$ cat config.mk
export PLATFORM = sky130hd
export DESIGN_NAME = pmem_arbiter
export DESIGN_NICKNAME = d
export VERILOG_FILES = /design/src/rtl/pmem_arb_pkg.sv /design/src/rtl/pmem_arb_grant_sel.sv /design/src/rtl/pmem_arbiter.sv
export SDC_FILE = /design/constraint.sdc
export NUM_CORES = 1
export LEC_CHECK = 0
export CORE_AREA = 2 2 537 539
export DETAILED_ROUTE_END_ITERATION = 8
export DIE_AREA = 0 0 539 541
export SLEW_MARGIN = 20
export SYNTH_ARGS = -nofsm -noshare
export SYNTH_HDL_FRONTEND = slang
export SYNTH_SLANG_ARGS = --single-unit
$ cat constraint.sdc
create_clock -name clk -period 2 [get_ports clk]
set_input_delay 0.4 -clock clk [delete_from_list [all_inputs] [get_ports clk]]
set_output_delay 0.4 -clock clk [all_outputs]
set_load 0.05 [all_outputs]
$ cat src/rtl/pmem_arb_pkg.sv
// rtl/pmem_arb_pkg.sv - shared types and widths for the physical-memory arbiter
package pmem_arb_pkg;

  localparam int PMEM_ADDR_W = 32;
  localparam int PMEM_LINE_W = 256;

  typedef enum logic [1:0] {
    IDLE   = 2'd0,
    I_XFER = 2'd1,
    D_XFER = 2'd2
  } state_t;

  typedef enum logic {
    MST_I = 1'b0,
    MST_D = 1'b1
  } master_t;

  // The master that did not win last time.
  function automatic master_t other_master(input master_t m);
    return (m == MST_I) ? MST_D : MST_I;
  endfunction

endpackage

$ cat src/rtl/pmem_arb_grant_sel.sv
// rtl/pmem_arb_grant_sel.sv - winner select between icache and dcache (PMEM_ARB_ROUND_ROBIN_EN selects round-robin on ties)
module pmem_arb_grant_sel
  import pmem_arb_pkg::*;
(
  input  logic    i_req,
  input  logic    d_req,
`ifdef PMEM_ARB_ROUND_ROBIN_EN
  input  master_t last_grant,
`endif
  output logic    grant_valid,
  output master_t grant
);

  // A lone requester always wins; a tie goes to the dcache, or in round-robin
  // mode to whichever master was not granted last.
  always_comb begin
    grant_valid = i_req | d_req;
    grant       = MST_D;
    if (i_req && !d_req) begin
      grant = MST_I;
    end
`ifdef PMEM_ARB_ROUND_ROBIN_EN
    else if (i_req && d_req) begin
      grant = other_master(last_grant);
    end
`endif
  end

endmodule

$ cat src/rtl/pmem_arbiter.sv
// rtl/pmem_arbiter.sv - two-master line arbiter onto the physical-memory port (optional macro PMEM_ARB_ROUND_ROBIN_EN)
module pmem_arbiter
  import pmem_arb_pkg::*;
#(
  parameter int ADDR_W = PMEM_ADDR_W,
  parameter int LINE_W = PMEM_LINE_W
) (
  input  logic              clk,
  input  logic              rst_n,
  input  logic              i_read,
  input  logic [ADDR_W-1:0] i_address,
  output logic [LINE_W-1:0] i_rdata,
  output logic              i_resp,
  input  logic              d_read,
  input  logic              d_write,
  input  logic [ADDR_W-1:0] d_address,
  input  logic [LINE_W-1:0] d_wdata,
  output logic [LINE_W-1:0] d_rdata,
  output logic              d_resp,
  output logic              pmem_read,
  output logic              pmem_write,
  output logic [ADDR_W-1:0] pmem_address,
  output logic [LINE_W-1:0] pmem_wdata,
  input  logic [LINE_W-1:0] pmem_rdata,
  input  logic              pmem_resp
);

  state_t  state;
  state_t  state_next;
  logic    op_write;
  logic    d_req;
  logic    grant_valid;
  master_t grant;

  assign d_req = d_read | d_write;

`ifdef PMEM_ARB_ROUND_ROBIN_EN
  master_t last_grant;
`endif

  pmem_arb_grant_sel u_grant_sel (
    .i_req       (i_read),
    .d_req       (d_req),
`ifdef PMEM_ARB_ROUND_ROBIN_EN
    .last_grant  (last_grant),
`endif
    .grant_valid (grant_valid),
    .grant       (grant)
  );

  // Read data is shared; each cache only looks at it while its resp is high.
  assign i_rdata = pmem_rdata;
  assign d_rdata = pmem_rdata;

  // State register; reset abandons any transaction in flight.
  always_ff @(posedge clk or negedge rst_n) begin
    if (!rst_n) begin
      state <= IDLE;
    end else begin
      state <= state_next;
    end
  end

  // Next state, memory strobes from state plus latched op, and response routing.
  always_comb begin
    state_next = state;
    pmem_read  = 1'b0;
    pmem_write = 1'b0;
    i_resp     = 1'b0;
    d_resp     = 1'b0;
    case (state)
      IDLE: begin
        if (grant_valid) begin
          state_next = (grant == MST_D) ? D_XFER : I_XFER;
        end
      end
      I_XFER: begin
        pmem_read = 1'b1;
        if (pmem_resp) begin
          i_resp     = 1'b1;
          state_next = IDLE;
        end
      end
      D_XFER: begin
        pmem_read  = ~op_write;
        pmem_write = op_write;
        if (pmem_resp) begin
          d_resp     = 1'b1;
          state_next = IDLE;
        end
      end
      default: state_next = IDLE;
    endcase
  end

  // Capture the winner's address, op and write data at grant so later
  // master-side changes cannot disturb the memory transaction.
  always_ff @(posedge clk or negedge rst_n) begin
    if (!rst_n) begin
      pmem_address <= '0;
      pmem_wdata   <= '0;
      op_write     <= 1'b0;
    end else if (state == IDLE && grant_valid) begin
      if (grant == MST_D) begin
        pmem_address <= d_address;
        op_write     <= d_write;
        if (d_write) begin
          pmem_wdata <= d_wdata;
        end
      end else begin
        pmem_address <= i_address;
        op_write     <= 1'b0;
      end
    end
  end

`ifdef PMEM_ARB_ROUND_ROBIN_EN
  // Remember who was granted last so a tie goes to the other master.
  always_ff @(posedge clk or negedge rst_n) begin
    if (!rst_n) begin
      last_grant <= MST_D;
    end else if (state == IDLE && grant_valid) begin
      last_grant <= grant;
    end
  end
`endif

`ifndef SYNTHESIS
  // Memory must never complete while nothing is outstanding.
  idle_resp_a : assert property (@(posedge clk) disable iff (!rst_n)
    !(state == IDLE && pmem_resp));
`endif

endmodule

* Word-level counts from Yosys, hierarchy flattened
Cells that the tools add are included.
** Storage, ports and cells
- Bits in registers :: 291
- Output and inout port bits :: 804
- Logic and storage cells :: 30
** Operators by class
- Equality and inequality tests :: 4
- Mux-type cells :: 11
- Bitwise operators :: 4
- Reductions and logical operators :: 7
** Operators by type and width (number)
- 32-bit two-way mux :: 1
- 2-bit two-way mux :: 3
- 1-bit two-way mux :: 5
- 2-bit case mux with 2 select lines :: 1
- 3-bit AND reduction :: 1
- 2-bit by 1-bit == test with 1-bit output (second input constant) :: 1
- 2-bit == test (second input constant) :: 1
- 1-bit logical AND :: 2
- 2-bit logical NOT :: 1
- 2-bit by 1-bit != test with 1-bit output (second input constant) :: 1
- 2-bit != test (second input constant) :: 1
- 1-bit inverter :: 2
- 1-bit bitwise OR :: 2
- 1-bit case mux with 2 select lines :: 1
- 2-bit AND reduction :: 1
- 2-bit OR reduction :: 1
- 1-bit logical NOT :: 1

* Logic depth before layout (Yosys ltp)
- Word-level depth :: 6
- Depth in mapped cells :: 7
- Gate-level depth less buffers :: 5

* Cells and area by module
Synthesis repeated with hierarchy kept, for this count alone.
** Unflattened totals
- Cell total of the unflattened synthesis :: 1220
- Area, all modules :: 15997.8 um^2
** Modules (own cells, without submodules)
- pmem_arbiter :: times used 1, cells an instance 1218, area an instance 15985.3 um^2, seq. area each 7282.0 um^2
- pmem_arb_grant_sel :: times used 1, cells an instance 2, area an instance 12.5 um^2, seq. area each 0.0 um^2

* Worst setup path before layout
OpenSTA, ideal clock, no wires.
- Path type :: flip-flop to output port
- From :: register state[0]
- To :: output port pmem_read
- Arrival time :: 1.376 ns
- Required time :: 1.600 ns
- Path slack :: 0.224 ns
- Stages on the path, launching flop included :: 4
- Buffers on the path :: 0
- Cell sequence :: dfrtp_1 inv_1 ha_1 nor2b_1
** On the way
- Longest elaborated chain between the ends :: 2
- Elaborated cells on any way between the ends :: 3
- Classes of those cells :: eq/ne: 2; mux: 1
** Ends and longest elaborated chain
- from (decl) :: line pmem_arbiter.sv:28 : state_t state;
- from (signal assigned) :: line pmem_arbiter.sv:60 : state <= state_next;
- 2-bit == test / 2-bit by 1-bit == test with 1-bit output (equally long branches) :: line pmem_arbiter.sv:71 : case (state)
- 1-bit case mux with 2 select lines (*) :: line pmem_arbiter.sv:71
- to (decl) :: line pmem_arbiter.sv:20 : output logic pmem_read,
Every way passes the cells marked *; elsewhere a longest branch is shown, timed or not.

* Worst setup path after layout
Ends and elaborated chain as after synthesis.

==> results.cfg <==
[status]
violations = setup timing
status = complete, but fails checks

[global_routing]
antenna_found_initial = 97
grt_usage = 0.100
grt_max_degree = 76
grt_pass1_vias = 10600
grt_pass1_wl_um = 176000
grt_overflow = 0

[power]
power_density_mw_per_mm2 = 2030
leakagePower_nw = 8.45
vdd_ir_drop_max_v = 0.000684

[clock_network]
htreeDepth = 2
cts_setup_buffers = 0
clkTransAtPathRegs_ns = 0.06
cts_buffers = 40
clock_path_buffers = 3
insertion_delay_ns = 0.62
root_buffer = clkbuf_16
cts_sinks = 291
cts_tree = yes

[synth]
yosys_warnings = 0
post-synth-top-count-cell = buf_4
synth_edf_count = 0
synth_seq_cells = 291
seq_area_frac_synth = 0.487
ys.flop_type = dfrtp_1
synth-async-reset-ratio = 1.00
syn_inst = 1217
synthTopCellsByCount = buf_4 (512), dfrtp_1 (291), mux2_2 (256), nor2_1 (66), o22ai_1 (33)
yosysUniqueCellTypes = 19
yosys.area.top_type_share = 0.487
avgSynthCellArea_um2 = 12.3
synthesis.area_mm2 = 0.0150
ys_top_cells_by_area = dfrtp_1 (49%), buf_4 (26%), mux2_2 (19%), buf_6 (2.0%), nor2_1 (1.7%)
post-synth-top-area-cell = dfrtp_1
synth_nets = 1802

[critical_path]
worstReg2RegStart = state[1]
critical_path_class = reg -> out
worst-path-max-fanout = 3
worst_setup_path_end_kind = output port
arrival_ns = 1.71
cp-start-kind = register
r2r_slack_ns = 0.06
worstReg2RegEnd = pmem_address[1]
required_ns = 1.60
reg2reg_depth = 8

[cells_and_area]
synthToLayoutAreaGrowth_pct = 55.8
drive_gt1_frac = 0.448
num-nets-final = 1960
final_util = 0.0814
nFillCells = 33200

[floorplanning]
fp.dieH_um = 541
die-area_mm2 = 0.292
boundaryPins = 1386
start_util = 0.0522
dieWidth_um = 539
fp-row-count = 197
core-area_mm2 = 0.286

[drt]
drt_iter0_markers = 434
ant_nets = 0
drt-total-wl_um = 151000
avgRoutedWirePerCell_um = 28.9
vias = 9992
dr.pass1.iters = 4
drc = 0
viasPerCell = 1.91

[timing]
final-hold-violation-count = 0
slew_viol_final = 0
setup_ws_ns = -0.109
setup_viol = 3
clock.fmax_mhz = 474
finalClockSkew_ns = 0.0300
period_share = 1.05
min_period_ns = 2.11
worstMarginPinSlew_ns = 0.542
rsz0062_at_grt = true
slew_headroom = 0.639

[place]
gp_congestion = 0.769
pre_cts_slack_ns = -0.195
hpwlAfterDp_um = 140000
io_buffers = 617

[hold_path]
hold_class = in -> async

[flow_run]
drv_cap = 0
[flip-flops by register name, indices dropped and copies added, names as in the netlist]
name and flops:
op_write 1, state 2, pmem_address 32, pmem_wdata 256
[worst max path at each step]
stage             start               end  slack (ns)  depth (start not counted)
2_1_floorplan  state[0]         pmem_read        0.22                          3
3_3_place_gp    d_write  pmem_address[10]       -0.19                          7
3_5_place_dp    d_write  pmem_address[10]       -0.19                          7
4_1_cts        state[0]         pmem_read       -0.23                          5
5_1_grt        state[0]         pmem_read       -0.23                          5
6_report       state[0]         pmem_read       -0.11                          5
[final cells by class]
cell class	count	area, um^2	area share
Antenna cell	32	80.1	0.00344
Multi-Input combinational cell	372	3530	0.152
Tap cell	3781	4730	0.203
Inverter	4	15.0	0.000644
Clock inverter	20	259	0.0111
Timing Repair Buffer	666	6310	0.271
Clock buffer	52	1100	0.0470
Sequential cell	291	7280	0.312
[where the power goes]
part           switching [W]  internal [W]  total [W]
Combinational         0.0210       0.00808     0.0291
Clock                0.00308       0.00444    0.00752
Sequential           0.00179       0.00894     0.0107
Total                 0.0259        0.0215     0.0473
[worst max-delay path, stage by stage, from the launching register on]
cell,delay [ns]
dfrtp_1,0.37
inv_2,0.06
ha_2,0.19
a21oi_1,0.23
nor2b_4,0.07
buf_12,0.16
[metal layers]
layer  GRT usage  share of wire  up-vias
met1      0.0775           0.27     4584
met3       0.125           0.28      413
met2       0.144           0.41     1097
li1            -              -     3888
met4      0.0436          0.047       10
met5     0.00575         0.0016        -
[timing repair]
item,in CTS,in global routing
gates resized for setup,64,1
pin swaps,1,0
endpoints found under the setup margin,56,6
hold endpoints to repair,56,0
hold buffers,1,0
[kinds of logic after synthesis]
| group | count (synthesis) | synth area share |
|---|---|---|
| buffers and inverters | 554 | 0.281 |
| AND/OR/NAND/NOR | 73 | 0.0198 |
| AO/OA/AOI/OAI | 40 | 0.0166 |
| adder cells (fa/ha/maj) | 3 | 0.00251 |
| multiplexers | 256 | 0.193 |
| flip-flops | 291 | 0.487 |
[placed cells by master, fill, tap and decap left out, types with 2 or more instances in the layout]
cell and instances:
inv_6 7, clkinv_4 2, clkinv_2 2, clkdlybuf4s15_2 2, clkinvlp_4 3, clkbuf_1 7
dlygate4sd2_1 47, dfrtp_1 291, inv_2 2, o22ai_1 30, and2_4 2, clkbuf_16 40
nor2_1 66, clkbuf_8 5, clkdlybuf4s50_1 324, o22ai_2 3, mux2_2 256, buf_12 34
buf_4 257, diode_2 32, a21oi_1 3, inv_1 2, bufinv_16 4, ha_2 2
[per-stage QoR]
stage / hold WS, ns / total power (W) / cells / setup TNS [ns] / area [um^2]
finish: 0.276 / 0.0473 / 5218 / -0.164 / 23300
global route: 0.263 / 0.0504 / 5190 / -0.614 / 23200
CTS: 0.207 / 0.0489 / 5186 / -0.565 / 23200
detailed placement: 0.293 / 0.0413 / 5113 / -1.88 / 21900
global placement: 0.286 / 0.0410 / 5113 / -0.810 / 21900
floorplan: 0.104 / 0.0286 / 1217 / 0 / 15000
(Power assumes the default switching activity.)
==> variant 1, RTL diff (same settings) <==
Build with the macro `PMEM_ARB_ROUND_ROBIN_EN` defined.
--- a/src/rtl/pmem_arb_grant_sel.sv
+++ b/src/rtl/pmem_arb_grant_sel.sv
@@ -1,4 +1,6 @@
 // rtl/pmem_arb_grant_sel.sv - winner select between icache and dcache (PMEM_ARB_ROUND_ROBIN_EN selects round-robin on ties)
+`define PMEM_ARB_ROUND_ROBIN_EN
+
 module pmem_arb_grant_sel
   import pmem_arb_pkg::*;
 (
Function: not settled (the Yosys comparison gave no result); the edit may change what the design does.
==> variant 1 against the original RTL <==
The flow still finishes with violations (negative setup slack); sequential share of layout area down 1.4 points; via count up 6.5%; critical path depth down 1; total power up 4.2%; setup slack worse by 0.032 ns; sequential cell count up 1; largest power group unchanged; synthesized area up 8.4%; first-iteration DRC count up 51%; final area up 5.0%; wire length up 3.5%; die area unchanged.
==> variant 1: results (changes against the original RTL) <==
Drt
  • Final WL: 156.3 mm (+3.5%)
  • WL met1: 44.88 mm (+10%)
  • Vias/cell: 2.031 (+6.0%)
  • DR iter-0 viols: 654 (+51%)
  • Met3 WL: 35.10 mm (-16%)
  • DR pass1 iterations: 5 (+1)
  • Met2 WL: 68.77 mm (+12%)

Setup path
  • Worst Path Max Fanout: 2 (-1)
  • Crit path DAT: 1.74 ns (+0.03 ns)
  • Reg2Reg Launch Point: state[1]$_DFFE_PN0P_

Global routing
  • Largest net degree at the start of global routing: 72 (-5.3%)
  • Initial antenna violation count: 93 (-4.1%)
  • Vias in the first global route: 10690 (+1.2%)
  • Overall Global Routing Usage: 10.28% (+0.28 points)
  • Met1 Track Usage GR: 8.430% (+0.68 points)
  • First-pass GRT wire length: 181.5 mm (+3.4%)
  • Global-route met2 utilization: 16.22% (+1.8 points)

Status
  • Outcome: complete, but fails checks
  • Failing checks: negative setup slack

Logic synthesis
  • Syn_nets: 1848 (+2.6%)
  • Post-synth top cells: buf_4 (514), dfrtp_1 (291), mux2_4 (200), nor2_1 (33), o21ai_0 (33)
  • Sequential element share of the synthesized area: 45.06% (-3.6 points)
  • Largest cells by area after synthesis: dfrtp_1 (45%), buf_4 (24%), mux2_4 (19%)
  • Distinct cells, synth: 31 (+12)

Power and ir drop
  • Static leakage: 9.231 nW (+9.2%)
  • Peak supply drop: 809.2 uV (+18%)
  • Pint: 23.22 mW (+8.2%)
  • Flop pwr share: 22.4% (-0.3 points)
  • Seq group: 11.1 mW (+4%)

Place
  • GP Congestion: 0.7880 (+2.5%)
  • DP HPWL: 144.0 mm (+2.7%)
  • Dpl cells: 5150 (+0.72%)
  • Placed Area: 0.02301 sq mm (+5.2%)

Layout
  • Fillers: 33030 (-0.36%)
  • Nets: 2002 (+2.1%)
  • Share of layout cells above drive strength 1: 40.10% (-4.7 points)
  • Post-route insts no fill: 5238 (+0.38%)

STA
  • Final setup margin: -0.1415 ns (-0.03245 ns)
  • Slew @ Worst Pin: 0.5809 ns (+0.03885 ns)
  • Final setup vio count: 4 (+1)
  • Layout Skew: 0.02336 ns (-0.006659 ns)

Clock network
  • Setup bufs post-CTS: 3 (+3)
  • Clk root buf: clkbuf_16
  • Num CTS Buffers: 37 (-7.5%)
  • Post-cts sizing count: 98 (+53%)
-- variant 1: changes by cell type after synthesis, sizes merged, moves of 4 or more --
cell    change
o21ai      +31
buf         -4
clkbuf     +14
a21oi      +30
nor2       -33
a31oi      +32
o22ai      -33
-- variant 1: worst paths after layout --
check,to,cells past startpoint,slack [ns]
max reg2reg,pmem_wdata[178]$_DFFE_PN0P_,8,0.06
min reg2reg,pmem_wdata[244]$_DFFE_PN0P_,1,0.49
min,pmem_wdata[195]$_DFFE_PN0P_,2,0.31
min in group clk,pmem_address[23]$_DFFE_PN0P_,3,0.34
max,pmem_read,4,-0.14
max in group asynchronous,pmem_address[1]$_DFFE_PN0P_,3,0.89
-- variant 1: critical path, stage by stage (launching register included) --
cell,delay (ns)
dfrtp_1,0.40
buf_4,0.15
ha_2,0.18
o21a_1,0.21
buf_12,0.16
-- variant 1: stage by stage --
step	worst slack, ns	setup TNS (ns)
after detailed placement	-0.2603	-46.22
after CTS	-0.2246	-0.8501
after global placement	-0.2716	-52.83
after floorplan	0.2324	0
final	-0.1415	-0.3741
after global routing	-0.2103	-0.7423
-- variant 1: cell families (layout without fill, tap and decap cells) --
group                      Yosys count  after routing  share of synthesized area [%]
AOI/OAI and AO/OA                  107            107                          3.895
DFF                                292            292                          45.06
and+or+nand+nor                     41             41                          1.041
buffers and inverters              564            745                          27.38
other                                0             13                              0
muxes                              256            256                          22.40
adders and majority gates            3              3                         0.2314
-- variant 1: cell type report --
class,count,area share [%]
tap,3781,19.34
sequential,292,29.88
antenna,13,0.1330
inverter,4,0.06137
multi-input combinational,407,18.49
clock buffer,49,4.342
clock inverter,17,0.9615
timing repair buffer,675,26.79
==> variant 2, RTL diff (config.mk and constraints unchanged) <==
Without the edit above. Put a register stage on the outputs `i_rdata` and `d_rdata`, with the module's reset. The values now appear one clock later. The other outputs are not delayed to match.
--- a/src/rtl/pmem_arbiter.sv
+++ b/src/rtl/pmem_arbiter.sv
@@ -49,8 +49,15 @@
   );
 
   // Read data is shared; each cache only looks at it while its resp is high.
-  assign i_rdata = pmem_rdata;
-  assign d_rdata = pmem_rdata;
+  always_ff @(posedge clk or negedge rst_n) begin
+    if (!rst_n) begin
+      i_rdata <= '0;
+      d_rdata <= '0;
+    end else begin
+      i_rdata <= pmem_rdata;
+      d_rdata <= pmem_rdata;
+    end
+  end
 
   // State register; reset abandons any transaction in flight.
   always_ff @(posedge clk or negedge rst_n) begin
Function: changed (a bounded check fails within 4 cycles, from zero or initial values and one cycle with rst_n low).
==> variant 2 against the original RTL <==
The run still ends with negative setup slack left; clock skew up 0.027 ns; global-route usage rose by 4.2 points; first-iteration DRC count increased by 100%; count of clock-buffer cells in the layout grew 56; fmax fell by 8.7%; wire length up 42%; synthesized area rose by 30%; utilization rose by 5.7 points; setup slack lost 0.20 ns; sequential cell count rose by 256; final area grew 70%; total power is 37% higher.
==> variant 2: results (changes against the original RTL) <==
Clock network
  • H-tree lvl count: 3 (+1)
  • Clk buf depth: 4 (+1)
  • Num CTS Buffers: 80 (+100%)
  • Setup bufs post-CTS: 1 (+1)
  • Clk_lat worst skew: 0.81 ns (+0.19 ns)

Drt
  • DR iter-0 viols: 888 (+100%)
  • Met3 WL: 34.82 mm (-16%)
  • Met2 WL: 91.93 mm (+50%)
  • Vias: 16576 (+66%)
  • WL met1: 77.75 mm (+91%)

Global routing
  • Initial antenna violation count: 151 (+56%)
  • Largest net degree at the start of global routing: 66 (-13%)
  • Vias in the first global route: 17665 (+67%)

STA
  • Layout Skew: 0.05714 ns (+0.02712 ns)
  • Slew @ Worst Pin: 0.5019 ns (-0.04012 ns)
  • Fin Setup TNS: -0.8154 ns (-0.6510 ns)
  • Final setup margin: -0.3106 ns (-0.2016 ns)
  • Final setup vio count: 4 (+1)

Hold path
  • HP Class: in2reg

Layout
  • Regs by FF count: d_rdata (256), pmem_wdata (256), pmem_address (32)
  • Fillers: 32077 (-3.2%)
  • Share of layout cells above drive strength 1: 50.17% (+5.4 points)

Setup path
  • Reg2Reg Setup Slack: 0.10 ns (+0.04 ns)
  • Reg2Reg Launch Point: state[0]$_DFFE_PN0P_
  • Crit-path max cell delay: 0.39 ns (+0.02 ns)

Place
  • DP HPWL: 193.8 mm (+38%)
  • Dpl cells: 6175 (+21%)
  • Placed Area: 0.03550 sq mm (+62%)

Status
  • Failing checks: negative setup slack
  • Outcome: complete, but fails checks

Logic synthesis
  • Synth Area in Compound Gates: 1.274% (-0.38 points)
  • Post-synth top cells: dfrtp_1 (547), buf_4 (256), mux2_2 (256), nor2_1 (66), o22ai_1 (33)
  • Sequential element share of the synthesized area: 70.41% (+22 points)
  • Mean Syn Cell Area: 15.97 sq um (+30%)
  • Mux cell area share after synthesis: 14.83% (-4.4 points)

Power and ir drop
  • Peak supply drop: 858.3 uV (+25%)
==> variant 2: per-layer routing <==
layer  GRT usage (%)  up-vias
met5               0        -
met4           5.276       22
met3           10.20      423
met2           21.74     1316
met1           15.08     8227
li1                -     6588
==> variant 2: worst min path at each step <==
stage / startpoint / endpoint / slack, ns / depth (start not counted)
floorplan: rst_n / d_rdata[0]$_DFF_PN0_ / 0.10 / 0
global placement: rst_n / pmem_wdata[137]$_DFFE_PN0P_ / 0.27 / 1
detailed placement: rst_n / pmem_wdata[234]$_DFFE_PN0P_ / 0.27 / 1
CTS: pmem_rdata[56] / d_rdata[56]$_DFF_PN0_ / 0.00006 / 1
global route: pmem_rdata[211] / d_rdata[211]$_DFF_PN0_ / 0.03 / 1
finish: pmem_rdata[41] / d_rdata[41]$_DFF_PN0_ / 0.09 / 1
==> variant 2: power breakdown <==
group	total, mW	internal (mW)	leakage, nW	switching, mW
sequential	16.8	14.4	6.34	2.38
clock	14.6	8.70	1.29	5.91
combinational	33.2	9.59	8.55	23.6
total	64.6	32.7	16.2	31.9
==> variant 2: metrics by stage <==
stage               utilization (%)  setup WS [ns]
finish                        13.79        -0.3106
global route                  13.78        -0.4103
CTS                           13.76        -0.4052
detailed placement            12.39        -0.3574
global placement              12.39        -0.3414
floorplan                         -         0.2237
==> variant 2: cell type report <==
| type | instances | share of cell area, % |
|---|---|---|
| flip-flops and latches | 547 | 34.77 |
| well taps | 3781 | 11.97 |
| repair buffers | 1582 | 37.36 |
| clock buffers | 108 | 5.691 |
| diodes | 33 | 0.2090 |
| multi-input cells | 372 | 8.965 |
| clock inverters | 32 | 0.9944 |
| inverters | 4 | 0.03800 |
